File: src/rtl/lsu_port.sv
// lsu_port: single-outstanding load/store responder driving a grant/valid data-memory bus.
// Build macro LSU_MISALIGN_TRAP_EN: trap misaligned halfword/word accesses instead of force-aligning them.
module lsu_port #(
  parameter int TIMEOUT = 255
) (
  input  logic        clk,
  input  logic        rst_n,
  input  logic        lsu_ren,
  input  logic        lsu_wen,
  input  logic [1:0]  lsu_type,
  input  logic        lsu_sign,
  input  logic [31:0] lsu_addr_base,
  input  logic [31:0] lsu_addr_offset,
  input  logic [31:0] lsu_wdata,
  output logic        lsu_done,
  output logic [31:0] lsu_rdata,
  output logic        lsu_err,
  output logic        mem_req,
  input  logic        mem_gnt,
  output logic [31:0] mem_addr,
  output logic        mem_we,
  output logic [3:0]  mem_be,
  output logic [31:0] mem_wdata,
  input  logic        mem_rvalid,
  input  logic [31:0] mem_rdata
);

  localparam int CW = $clog2(TIMEOUT + 1);
  localparam logic [CW-1:0] CNT_MAX = CW'(TIMEOUT - 1);
  localparam logic [1:0] TYPE_BYTE = 2'd0;
  localparam logic [1:0] TYPE_HALF = 2'd1;

  typedef enum logic [3:0] {
    S_IDLE = 4'b0001,
    S_REQ  = 4'b0010,
    S_RESP = 4'b0100,
    S_DONE = 4'b1000
  } state_t;

  // Low address bits after force-alignment (word and reserved types are treated alike).
  function automatic logic [1:0] align_low(input logic [1:0] t, input logic [1:0] a);
    case (t)
      TYPE_BYTE: align_low = a;
      TYPE_HALF: align_low = {a[1], 1'b0};
      default:   align_low = 2'b00;
    endcase
  endfunction

  function automatic logic is_misaligned(input logic [1:0] t, input logic [1:0] a);
    case (t)
      TYPE_BYTE: is_misaligned = 1'b0;
      TYPE_HALF: is_misaligned = a[0];
      default:   is_misaligned = (a != 2'b00);
    endcase
  endfunction

  function automatic logic [3:0] be_of(input logic [1:0] t, input logic [1:0] a);
    case (t)
      TYPE_BYTE: be_of = 4'b0001 << a;
      TYPE_HALF: be_of = 4'b0011 << {a[1], 1'b0};
      default:   be_of = 4'hF;
    endcase
  endfunction

  function automatic logic [31:0] wdata_of(input logic [1:0] t, input logic [31:0] d);
    case (t)
      TYPE_BYTE: wdata_of = {4{d[7:0]}};
      TYPE_HALF: wdata_of = {2{d[15:0]}};
      default:   wdata_of = d;
    endcase
  endfunction

  function automatic logic [31:0] load_fmt(input logic [1:0] t, input logic sgn,
                                           input logic [1:0] a, input logic [31:0] d);
    logic [31:0] sh;
    sh = d >> {a, 3'b000};
    case (t)
      TYPE_BYTE: load_fmt = {{24{sgn & sh[7]}}, sh[7:0]};
      TYPE_HALF: load_fmt = {{16{sgn & sh[15]}}, sh[15:0]};
      default:   load_fmt = sh;
    endcase
  endfunction

  state_t         state_r;
  state_t         state_nxt_s;
  logic           err_nxt_s;
  logic [CW-1:0]  cnt_r;
  logic [31:0]    eff_addr_s;
  logic [1:0]     low_s;
  logic           req_s;
  logic           trap_s;
  logic [1:0]     type_r;
  logic           sign_r;
  logic [1:0]     lane_r;
  logic [31:0]    mem_addr_r;
  logic           mem_we_r;
  logic [3:0]     mem_be_r;
  logic [31:0]    mem_wdata_r;
  logic [31:0]    lsu_rdata_r;
  logic           lsu_err_r;

  assign eff_addr_s = lsu_addr_base + lsu_addr_offset;
  assign low_s      = align_low(lsu_type, eff_addr_s[1:0]);
  assign req_s      = lsu_wen | lsu_ren;
`ifdef LSU_MISALIGN_TRAP_EN
  assign trap_s     = is_misaligned(lsu_type, eff_addr_s[1:0]);
`else
  assign trap_s     = 1'b0;
`endif

  // State register.
  always_ff @(posedge clk or negedge rst_n) begin
    if (!rst_n) begin
      state_r <= S_IDLE;
    end else begin
      state_r <= state_nxt_s;
    end
  end

  // Next-state logic; grant/response take priority over an expiring wait counter.
  always_comb begin
    state_nxt_s = state_r;
    err_nxt_s   = 1'b0;
    case (state_r)
      S_IDLE: begin
        if (req_s && trap_s) begin
          state_nxt_s = S_DONE;
          err_nxt_s   = 1'b1;
        end else if (req_s) begin
          state_nxt_s = S_REQ;
        end else begin
          state_nxt_s = S_IDLE;
        end
      end
      S_REQ: begin
        if (mem_gnt) begin
          state_nxt_s = S_RESP;
        end else if (cnt_r == CNT_MAX) begin
          state_nxt_s = S_DONE;
          err_nxt_s   = 1'b1;
        end else begin
          state_nxt_s = S_REQ;
        end
      end
      S_RESP: begin
        if (mem_rvalid) begin
          state_nxt_s = S_DONE;
        end else if (cnt_r == CNT_MAX) begin
          state_nxt_s = S_DONE;
          err_nxt_s   = 1'b1;
        end else begin
          state_nxt_s = S_RESP;
        end
      end
      S_DONE:  state_nxt_s = S_IDLE;
      default: state_nxt_s = S_IDLE;
    endcase
  end

  // Moore outputs decoded straight from the one-hot state register.
  always_comb begin
    mem_req  = (state_r == S_REQ);
    lsu_done = (state_r == S_DONE);
  end

  // Wait counter for REQ and RESP, cleared on every state change.
  always_ff @(posedge clk or negedge rst_n) begin
    if (!rst_n) begin
      cnt_r <= {CW{1'b0}};
    end else if (state_nxt_s != state_r) begin
      cnt_r <= {CW{1'b0}};
    end else if ((state_r == S_REQ || state_r == S_RESP) && (cnt_r != CNT_MAX)) begin
      cnt_r <= cnt_r + CW'(1'b1);
    end
  end

  // Request capture; bus-side fields stay frozen until the next accepted request.
  always_ff @(posedge clk or negedge rst_n) begin
    if (!rst_n) begin
      type_r      <= 2'b00;
      sign_r      <= 1'b0;
      lane_r      <= 2'b00;
      mem_addr_r  <= 32'h0000_0000;
      mem_we_r    <= 1'b0;
      mem_be_r    <= 4'h0;
      mem_wdata_r <= 32'h0000_0000;
    end else if (state_r == S_IDLE && req_s && !trap_s) begin
      type_r      <= lsu_type;
      sign_r      <= lsu_sign;
      lane_r      <= low_s;
      mem_addr_r  <= {eff_addr_s[31:2], 2'b00};
      mem_we_r    <= lsu_wen;
      mem_be_r    <= be_of(lsu_type, low_s);
      mem_wdata_r <= wdata_of(lsu_type, lsu_wdata);
    end
  end

  // Completion data: loaded on entry to DONE, zero otherwise (writes and errors return 0).
  always_ff @(posedge clk or negedge rst_n) begin
    if (!rst_n) begin
      lsu_rdata_r <= 32'h0000_0000;
      lsu_err_r   <= 1'b0;
    end else if (state_nxt_s == S_DONE) begin
      lsu_err_r   <= err_nxt_s;
      lsu_rdata_r <= (state_r == S_RESP && mem_rvalid && !mem_we_r) ?
                     load_fmt(type_r, sign_r, lane_r, mem_rdata) : 32'h0000_0000;
    end else begin
      lsu_err_r   <= 1'b0;
      lsu_rdata_r <= 32'h0000_0000;
    end
  end

  assign lsu_rdata = lsu_rdata_r;
  assign lsu_err   = lsu_err_r;
  assign mem_addr  = mem_addr_r;
  assign mem_we    = mem_we_r;
  assign mem_be    = mem_be_r;
  assign mem_wdata = mem_wdata_r;

endmodule

File: config.mk
export PLATFORM = sky130hd
export DESIGN_NAME = lsu_port
export DESIGN_NICKNAME = d
export VERILOG_FILES = /design/src/rtl/lsu_port.sv
export SDC_FILE = /design/constraint.sdc
export NUM_CORES = 1
export LEC_CHECK = 0
export ABC_AREA = 1
export BUFFER_PORTS_ARGS = -buffer_cell sky130_fd_sc_hd__buf_2
export CAP_MARGIN = 20
export CORE_UTILIZATION = 43
export CTS_CLUSTER_DIAMETER = 40
export DETAILED_ROUTE_END_ITERATION = 10
export PLACE_DENSITY = 0.68
export SETUP_SLACK_MARGIN = 0.5
export SKIP_CTS_REPAIR_TIMING = 1
export SYNTH_ARGS = -nofsm -noshare
export SYNTH_HDL_FRONTEND = slang
export SYNTH_SLANG_ARGS = --single-unit
File: constraint.sdc
create_clock -name clk -period 1.6 [get_ports clk]
set_input_delay 0.08 -clock clk [delete_from_list [all_inputs] [get_ports clk]]
set_output_delay 0.08 -clock clk [all_outputs]
set_load 0.005 [all_outputs]
== Word level (Yosys, flattened, before mapping) ==
Index checks and enable logic that the tools add are counted.
Word-level totals
  flip-flop bits (word level): 117
  word-level logic and storage cells: 57
  output and inout port bits: 104
  latch bits: 0
  memories: 0
  bits in writable memories: 0
  bits in read-only memories: 0
Operators by class
  shift operators: 3
  div/mod/pow operators: 0
  muxes and demuxes: 19
  bitwise logic cells: 3
  multiply operators: 0
  equal/unequal tests: 10
  magnitude comparators: 0
  $add $sub $neg: 2
  reductions and logical operators: 9
Operator list (number)
  one-hot mux 32 bit (2 select lines): 2
  two-way mux 32 bit: 2
  adder 32 bit: 1
  >> shifter 32 x 5 -> 32 bit: 1
  two-way mux 4 bit: 4
  two-way mux 8 bit: 2
  one-hot mux 4 bit (3 select lines): 1
  adder 8 x 1 -> 8 bit, second input constant: 1
  equality test 4 bit, second input constant: 2
  equality test 8 bit, second input constant: 1
  inequality test 8 bit, second input constant: 1
  one-hot mux 4 bit (2 select lines): 1
  equality test 2 x 1 -> 1 bit, second input constant: 2
  equality test 4 x 1 -> 1 bit, second input constant: 1
  equality test 4 x 2 -> 1 bit, second input constant: 1
  equality test 4 x 3 -> 1 bit, second input constant: 1
  logical AND 1 bit: 4
  logical NOT 2 bit: 2
  two-way mux 1 bit: 4
  inequality test 4 bit: 1
  one-hot mux 2 bit (2 select lines): 1
  << shifter 1 x 2 -> 4 bit, first input constant: 1
  << shifter 2 x 2 -> 4 bit, first input constant: 1
  AND 1 bit: 2
  6 further kinds: 6

== Depth between registers and ports, before layout ==
Gate-level depths: netlist of run 1.
  depth in word-level cells: 6
  mapped depth: 13

== Worst setup path before layout of run 1 ==
Ideal clock, no wire load.
  path kind: input to register
  start point: input lsu_addr_base[0]
  end point: register mem_addr_r[28], in the netlist mem_addr[28]
  setup slack: 0.086 ns
  cell stages on the path: 13
  setup time: 0.117 ns
  required time: 1.483 ns
  data arrival time: 1.397 ns
  cell sequence: ha_1 inv_1 fa_1 inv_1 nand3_1 nand3_1 nand3_1 nand3_1 nand2_1 nand2_1 nand2_1 nand3_1 nand2_1
On the way
  longest elaborated chain between the ends: 1
RTL lines
  start, declared: line 12  | input logic [31:0] lsu_addr_base,
  adder 32 bit: line 102  | assign eff_addr_s = lsu_addr_base + lsu_addr_offset;
  end signal, assigned: line 191  | mem_addr_r <= {eff_addr_s[31:2], 2'b00};
  end, declared: line 95  | logic [31:0] mem_addr_r;
Every way passes these cells.
A chain may end at the register's enable or synchronous reset.

== Final worst setup path of run 1 ==
  start point: register state_r[0]
  end point: register mem_be_r[1], in the netlist mem_be[1]
On the way
  longest elaborated chain between the ends: 2
RTL lines
  start, declared: line 84  | state_t state_r;
  start signal, assigned: line 116  | state_r <= state_nxt_s;
  equality test 4 x 1 -> 1 bit: line 187  | end else if (state_r == S_IDLE && req_s && !trap_s) begin
  logical AND 1 bit: line 187
  end signal, assigned: line 193  | mem_be_r <= be_of(lsu_type, low_s);
  end, declared: line 97  | logic [3:0] mem_be_r;
Every way passes these cells.

==> results of run 1 <==
cell type report:
class | instances | area [µm²]
clock inverters | 13 | 195
multi-input cells | 780 | 4780
repair buffers | 377 | 2830
repair inverters | 1 | 6.26
inverters | 173 | 674
well taps | 225 | 282
flip-flops and latches | 117 | 2930
fillers | 1352 | 5210
clock buffers | 19 | 453
power by group through the flow:
| stage | clock, W | sequential [W] | combinational (W) |
|---|---|---|---|
| 2_1_floorplan | 0 | 0.00456 | 0.00405 |
| 3_3_place_gp | 0 | 0.00454 | 0.00646 |
| 3_5_place_dp | 0 | 0.00454 | 0.00656 |
| 4_1_cts | 0.00421 | 0.00451 | 0.00657 |
| 5_1_grt | 0.00433 | 0.00479 | 0.0105 |
| 6_report | 0.00418 | 0.00469 | 0.00988 |
tightest hold or removal path: stages:
cell and delay [ns]:
buf_2 0.08, inv_1 0.07, o21ai_2 0.14
logic make-up (layout without fill, tap and decap cells):
| group | count (synthesis) | in the layout |
|---|---|---|
| AOI/OAI and AO/OA | 167 | 167 |
| xor gates and xnor gates | 13 | 13 |
| adders and majority gates | 34 | 34 |
| buffers and inverters | 209 | 583 |
| DFF | 117 | 117 |
| muxes | 7 | 7 |
| other | 1 | 2 |
| and+or+nand+nor | 557 | 557 |
per-layer routing:
metal,routed length [µm],up-vias
met4,839,0
li1,-,4220
met1,10700,3949
met3,1260,59
met5,0,-
met2,13100,340
cells in the final DEF (no fill, tap or decap), drive strengths merged:
| cell | n |
|---|---|
| nand2 | 387 |
| buf | 327 |
| inv | 175 |
| dfrtp | 116 |
| nand3 | 73 |
| o21ai | 73 |
| nor2 | 70 |
| a21oi | 68 |
| dlygate4sd3 | 38 |
| ha | 33 |
| clkbuf | 31 |
| or2 | 10 |
| xnor2 | 7 |
| a221o | 7 |
| mux2i | 7 |
| a221oi | 7 |
| nor3 | 7 |
| nand3b | 6 |
| xor2 | 6 |
| clkinv | 6 |
| bufinv | 4 |
| nand4 | 3 |
| o21a | 3 |
| o21bai | 2 |
| conb | 2 |
| clkinvlp | 2 |
| a2bb2oi | 2 |
| a31oi | 1 |
| a22o | 1 |
| a21o | 1 |
| o211ai | 1 |
| o31ai | 1 |
| nor4 | 1 |
| fa | 1 |
| dfstp | 1 |
sequential cells by signal, summed over array words and instances, names as in the netlist:
name       flops
lsu_err        1
mem_wdata     32
mem_we         1
mem_be         4
sign_r         1
state_r        4
lsu_rdata     32
type_r         2
cnt_r          8
lane_r         2
mem_addr      30
per-stage QoR:
step	hold WS [ns]	TNS [ns]	cell area, µm²	instances
final	-0.00518	-0.351	12200	1705
after global placement	0.0775	-0.493	9720	1593
after global routing	-0.000109	-1.68	12200	1705
after detailed placement	0.0742	-0.837	9720	1593
after floorplan	-0.216	0	7950	1106
after CTS	-0.363	-0.0132	10400	1625
worst max path at each step:
stage	endpoint	slack (ns)	depth (start not counted)
2_1_floorplan	cnt_r[4]	0.15	10
3_3_place_gp	mem_addr[12]	-0.07	9
3_5_place_dp	mem_addr[31]	-0.11	13
4_1_cts	lsu_rdata[23]	-0.01	7
5_1_grt	mem_be[1]	-0.11	8
6_report	mem_be[1]	-0.07	8
==> key figures, run 1 <==
Synth
  • Post-synth EDFFs: 0
  • Top cell type's share of synthesized area: 38.0%
  • Synth unique cells: between 40 and 50
  • Synth Area in Simple Gates: 30.1%
  • Top cells by area, synth: dfrtp_1 38%, nand2_1 19%, inv_1 8.4%, ha_1 5.4%, o21ai_0 4.6%
  • Syn Area/Cell: about 6.9 µm²
  • Post-synthesis adder-cell area fraction: under 10%
  • Ys Warns: 0
  • Asr flop ratio synth: 100%
  • Mux share of post-synthesis cell area: less than 1%
  • Top FF cell, synth: dfrtp_1
  • Synth Area in Compound Gates: 12.6%
  • Mapped cell area: between 0.007 and 0.008 mm²
  • Top post-synthesis cells by count: 386 x nand2_1, 171 x inv_1, 116 x dfrtp_1
  • Yosys top cell by area: dfrtp_1
  • Syn Inst Count: between 1k and 1.5k
  • Seq/Total Area, Yosys: about two fifths
  • Count leader, synth: nand2_1
  • Flops & latches, synth: 117
  • Largest family of logic cells by synthesized area: simple AND/OR/NAND/NOR gates
  • Post-Synth XOR/XNOR Area: between 1 and 1.5%

Power
  • Logic gate share of total power: a little over half
  • Internal power: 0.0113 W
  • Leak: 6.65 nW
  • Seq pwr share: roughly 25%
  • Net Sw Frac: ~40%
  • Power Density: ~1500 mW/mm²
  • VDD IR max: 0.000884 V
  • Overall power: 0.0187 W
  • Switching pwr: 0.00742 W
  • Clock share of power: between 20 and 25%

Die
  • Die area: between 0.015 and 0.02 mm²
  • Die W: between 100 and 150 µm
  • I/O pins: between 200 and 250
  • Std cell rows: between 40 and 50
  • Core ar.: between 0.015 and 0.02 mm²
  • Die height: about 140 µm
  • Initial core utilization: approximately 44%

Timing
  • Hold WS: -0.00518 ns
  • RSZ-0062 raised after global routing: true
  • FMAX: 598 MHz
  • Worst Tran Pin Value: between 0.5 and 0.6 ns
  • Final setup fails: 12
  • Fin crit share: 104%
  • Max-Slew Margin vs Limit: between 60 and 70%
  • Minimum clock period: about 1.7 ns
  • Slew Limit Fails: 0
  • Final clock skew: 0.00927 ns
  • Final WS setup: -0.0719 ns
  • Final hold viol count: 2

Detailed routing
  • DRC: 0
  • Via-to-Cell Ratio: between 5 and 6
  • WL/cell: roughly 15 µm
  • Initial drt markers: ~600
  • 1st-pass router iterations: 6
  • Routed WL: ~26 mm
  • Routed Antenna Nets: 0
  • Routed vias: between 8k and 9k

Hold path
  • Hold EP: mem_wdata[4]
  • Hold path cells: 3
  • Hold_sp: lsu_wdata[4]
  • Min-Delay Path Class: in2reg

Cells and area
  • Post-layout util: roughly 70%
  • Area delta synth->final: 58.9%
  • Share of cells above drive strength 1: between 30% and 40%
  • Nets: approximately 1.6k
  • # diodes: 0

Global route
  • Aggregate global routing overflow: 0
  • Initial antenna violation count: 0
  • Vias in the first global route: 7233
  • GR Util met1: a little under a third
  • Top Usage Layer GRT: met2
  • Pin count of the biggest net entering global routing: 44
  • Tot GR Track Use: between 20% and 30%
  • Global-route wire length before repair: 34.8 mm
  • M3 GR Usage: around 3.3%
  • Met2 usage: a little over two fifths

Setup path
  • CP Data Arrival Time: ~2 ns
  • CP peak stage delay: roughly 0.60 ns
  • R2r startpoint: state_r[0]
  • Slowest cell on crit path: dfstp_2
  • Worst Path Max Fanout: 6
  • R2r setup slk: -0.07 ns
  • Crit end category: flip-flop
  • Reg2Reg Depth: 8
  • Top Family by Delay on Critical Path: flip-flops
  • CP bufs+invs: 3
  • Reg2reg end: mem_be[1]
  • Worst setup path start: state_r[0]
  • WS Path Type: reg2reg
  • Critical-path cell list: nand2_2 > nor2_4 > o21ai_4 > buf_12 > clkbuf_16 > a21oi_4 > inv_2 > o21ai_2
  • Nature of the critical path startpoint: flip-flop
  • Worst Path Required: just under 2 ns

Clocking
  • Clock latency on the worst-skew pair: 0.41 ns
  • Clock root cell: clkbuf_16
  • TritonCTS Buffers: 17
  • Clk buf depth: 2
  • Clock transition at the registers of the reported paths: roughly 0.05 ns
  • CTS HTree Levels: 4
  • Clock tree sinks: 117
  • TritonCTS clock tree: built

Placement
  • Dpl ws: -0.108 ns
  • Placer Congestion: between 0.9 and 1
  • I/O Buffers: approximately 240
  • Post-DP HPWL: 17.2 mm

Status
  • Violated checks: hold timing, setup timing
  • Status: complete, but fails checks

Job
  • MaxCap Viol Count: 0
(Power assumes the default switching activity.)
==> run 2: changes to the inputs <==
Settings changed: REMOVE_ABC_BUFFERS set to 1.
==> run 2 against run 1 <==
  * The run still ends with hold timing, setup timing left
  * Final area fell by 1.8%
  * Combinational power fell by 4.5%
  * First-iteration DRC count fell by 15%
  * Flip-flop and latch count did not move
  * Highest routed layer unchanged
  * Via count rose by 0.69%
  * Largest power group unchanged
  * Utilization fell by 1.3 points
  * Critical path depth fell by 1
  * Wire length barely moved
==> key figures, run 2 (synthesis gave the netlist of run 1 again) <==
Setup path
  • R2r startpoint: state_r[0]
  • Nature of the critical path startpoint: flip-flop
  • CP Capture Point: mem_we
  • Worst Path Required: 1.90 ns (-0.03 ns)
  • WS Path Type: reg2reg
  • Worst Path Max Fanout: 6 (unchanged)
  • Crit end category: flip-flop
  • Worst setup path start: state_r[0]
  • Reg2reg end: mem_we
  • R2r setup slk: -0.04 ns (+0.03 ns)
  • CP Data Arrival Time: 1.94 ns (-0.07 ns)
  • Reg2Reg Depth: 7 (-1)

Die
  • I/O pins: 241 (unchanged)
  • Die area: 0.0183 mm² (unchanged)
  • Die height: 135 µm (unchanged)
  • Die W: 135 µm (unchanged)
  • Core ar.: 0.0174 mm² (unchanged)
  • Std cell rows: 48 (unchanged)
  • Initial core utilization: 44.1% (unchanged)

Placement
  • Dpl ws: -0.220 ns (-0.112 ns)
  • Placer Congestion: 0.880 (-8.5%)
  • I/O Buffers: 238 (unchanged)
  • Post-place instance area: 0.00944 mm² (-2.9%)
  • Post-DP HPWL: 16.5 mm (-4.0%)

Global route
  • Pin count of the biggest net entering global routing: 64 (+45%)
  • Global-route wire length before repair: 35.4 mm (+2.0%)
  • Vias in the first global route: 7491 (+3.6%)
  • Tot GR Track Use: 24.6% (+0.32 points)
  • Aggregate global routing overflow: 0 (unchanged)
  • Initial antenna violation count: 0 (unchanged)

Job
  • MaxCap Viol Count: 0 (unchanged)

Timing
  • Final clock skew: 0.0101 ns (+0.000874 ns)
  • Minimum clock period: 1.64 ns (-0.0287 ns)
  • Total negative slack: -0.168 ns (+0.183 ns)
  • Final setup fails: 8 (-4)
  • FMAX: 609 MHz (+1.7%)
  • Fin crit share: 103% (-1.8 points)
  • Final WS setup: -0.0432 ns (+0.0287 ns)
  • RSZ-0062 raised after global routing: true
  • Slew Limit Fails: 0 (unchanged)
  • Hold WS: -0.0170 ns (-0.0118 ns)
  • Final hold viol count: 2 (unchanged)

Clocking
  • Clock latency on the worst-skew pair: 0.42 ns (about the same)
  • TritonCTS clock tree: built
  • Clock root cell: clkbuf_16
  • TritonCTS Buffers: 17 (unchanged)
  • Clk buf depth: 2 (unchanged)
  • CTS HTree Levels: 4 (unchanged)
  • Clock tree sinks: 117 (unchanged)
  • Clock transition at the registers of the reported paths: 0.06 ns (about the same)

Cells and area
  • Share of cells above drive strength 1: 36.7% (-2.3 points)
  • Commonest non-fill, non-tap cells in the layout: 329 x nand2_1, 237 x buf_2, 160 x inv_1
  • Area delta synth->final: 56.0%
  • FILL cells: 1407 (+4.1%)
  • Nets: 1639 (+0.061%)
  • Fin area: 0.0119 mm² (-1.8%)
  • Commonest non-fill, non-tap cell in the layout: nand2_1
  • # diodes: 0 (unchanged)

Detailed routing
  • Routed vias: 8627 (+0.69%)
  • Via-to-Cell Ratio: 5.06 (+0.63%)
  • 1st-pass router iterations: 5 (-1)
  • WL/cell: 15.1 µm (about the same)
  • Routed Antenna Nets: 0 (unchanged)
  • DRC: 0 (unchanged)
  • Initial drt markers: 506 (-15%)
  • Routed WL: 25.8 mm (about the same)

Hold path
  • Min-Delay Path Class: in2reg

Power
  • Power Density: 1550 mW/mm² (+0.22%)
  • VDD IR max: 0.00100 V (+13%)
  • Leak: 6.65 nW (about the same)

Status
  • Status: complete, but fails checks
  • Violated checks: hold timing, setup timing
run 2: cell type report:
cell class              instances  area (µm²)  share of cell area (%)
inverters                     173         667                    5.59
clock inverters                14         226                    1.90
repair buffers                379        2820                    23.6
well taps                     225         282                    2.36
clock buffers                  18         429                    3.60
multi-input cells             780        4580                    38.4
flip-flops and latches        117        2930                    24.6
run 2: critical path, cell delays in order, from the launching register on:
cell and delay (ns):
dfstp_2 0.58, nand2_2 0.08, nor2_4 0.14, o21ai_4 0.12, buf_6 0.14, buf_6 0.12, clkbuf_16 0.16, a22o_1 0.19
run 2: worst min-delay path by stage:
stage / start / end / slack [ns] / depth (start not counted)
2_1_floorplan: rst_n / cnt_r[0] / -0.22 / 0
3_5_place_dp: rst_n / mem_wdata[29] / -0.06 / 1
3_3_place_gp: rst_n / mem_wdata[29] / -0.06 / 1
4_1_cts: rst_n / mem_wdata[29] / -0.51 / 1
6_report: mem_gnt / state_r[3] / -0.02 / 4
5_1_grt: mem_gnt / state_r[3] / -0.008 / 4
run 2: where the power goes:
| part | total, W | leakage [nW] | internal, W | switching [W] |
|---|---|---|---|---|
| logic | 0.00944 | 4.83 | 0.00455 | 0.00489 |
| registers | 0.00473 | 1.50 | 0.00394 | 0.000791 |
| clock network | 0.00427 | 0.311 | 0.00278 | 0.00149 |
| total | 0.0184 | 6.65 | 0.0113 | 0.00717 |
run 2: stage by stage:
stage	utilization, %	power [W]	instances
after floorplan	-	0.00774	1070
after global placement	54.4	0.0101	1592
after detailed placement	54.4	0.0102	1592
after CTS	58.1	0.0146	1624
after global routing	68.7	0.0194	1706
final	68.7	0.0184	1706
run 2: metal layers:
metal / routed length, µm / up-vias / track usage, %
li1: - / 4220 / -
met1: 10400 / 3967 / 31.3
met2: 12900 / 379 / 41.2
met3: 1890 / 61 / 5.31
met4: 678 / 0 / 8.24
met5: 0 / - / 0
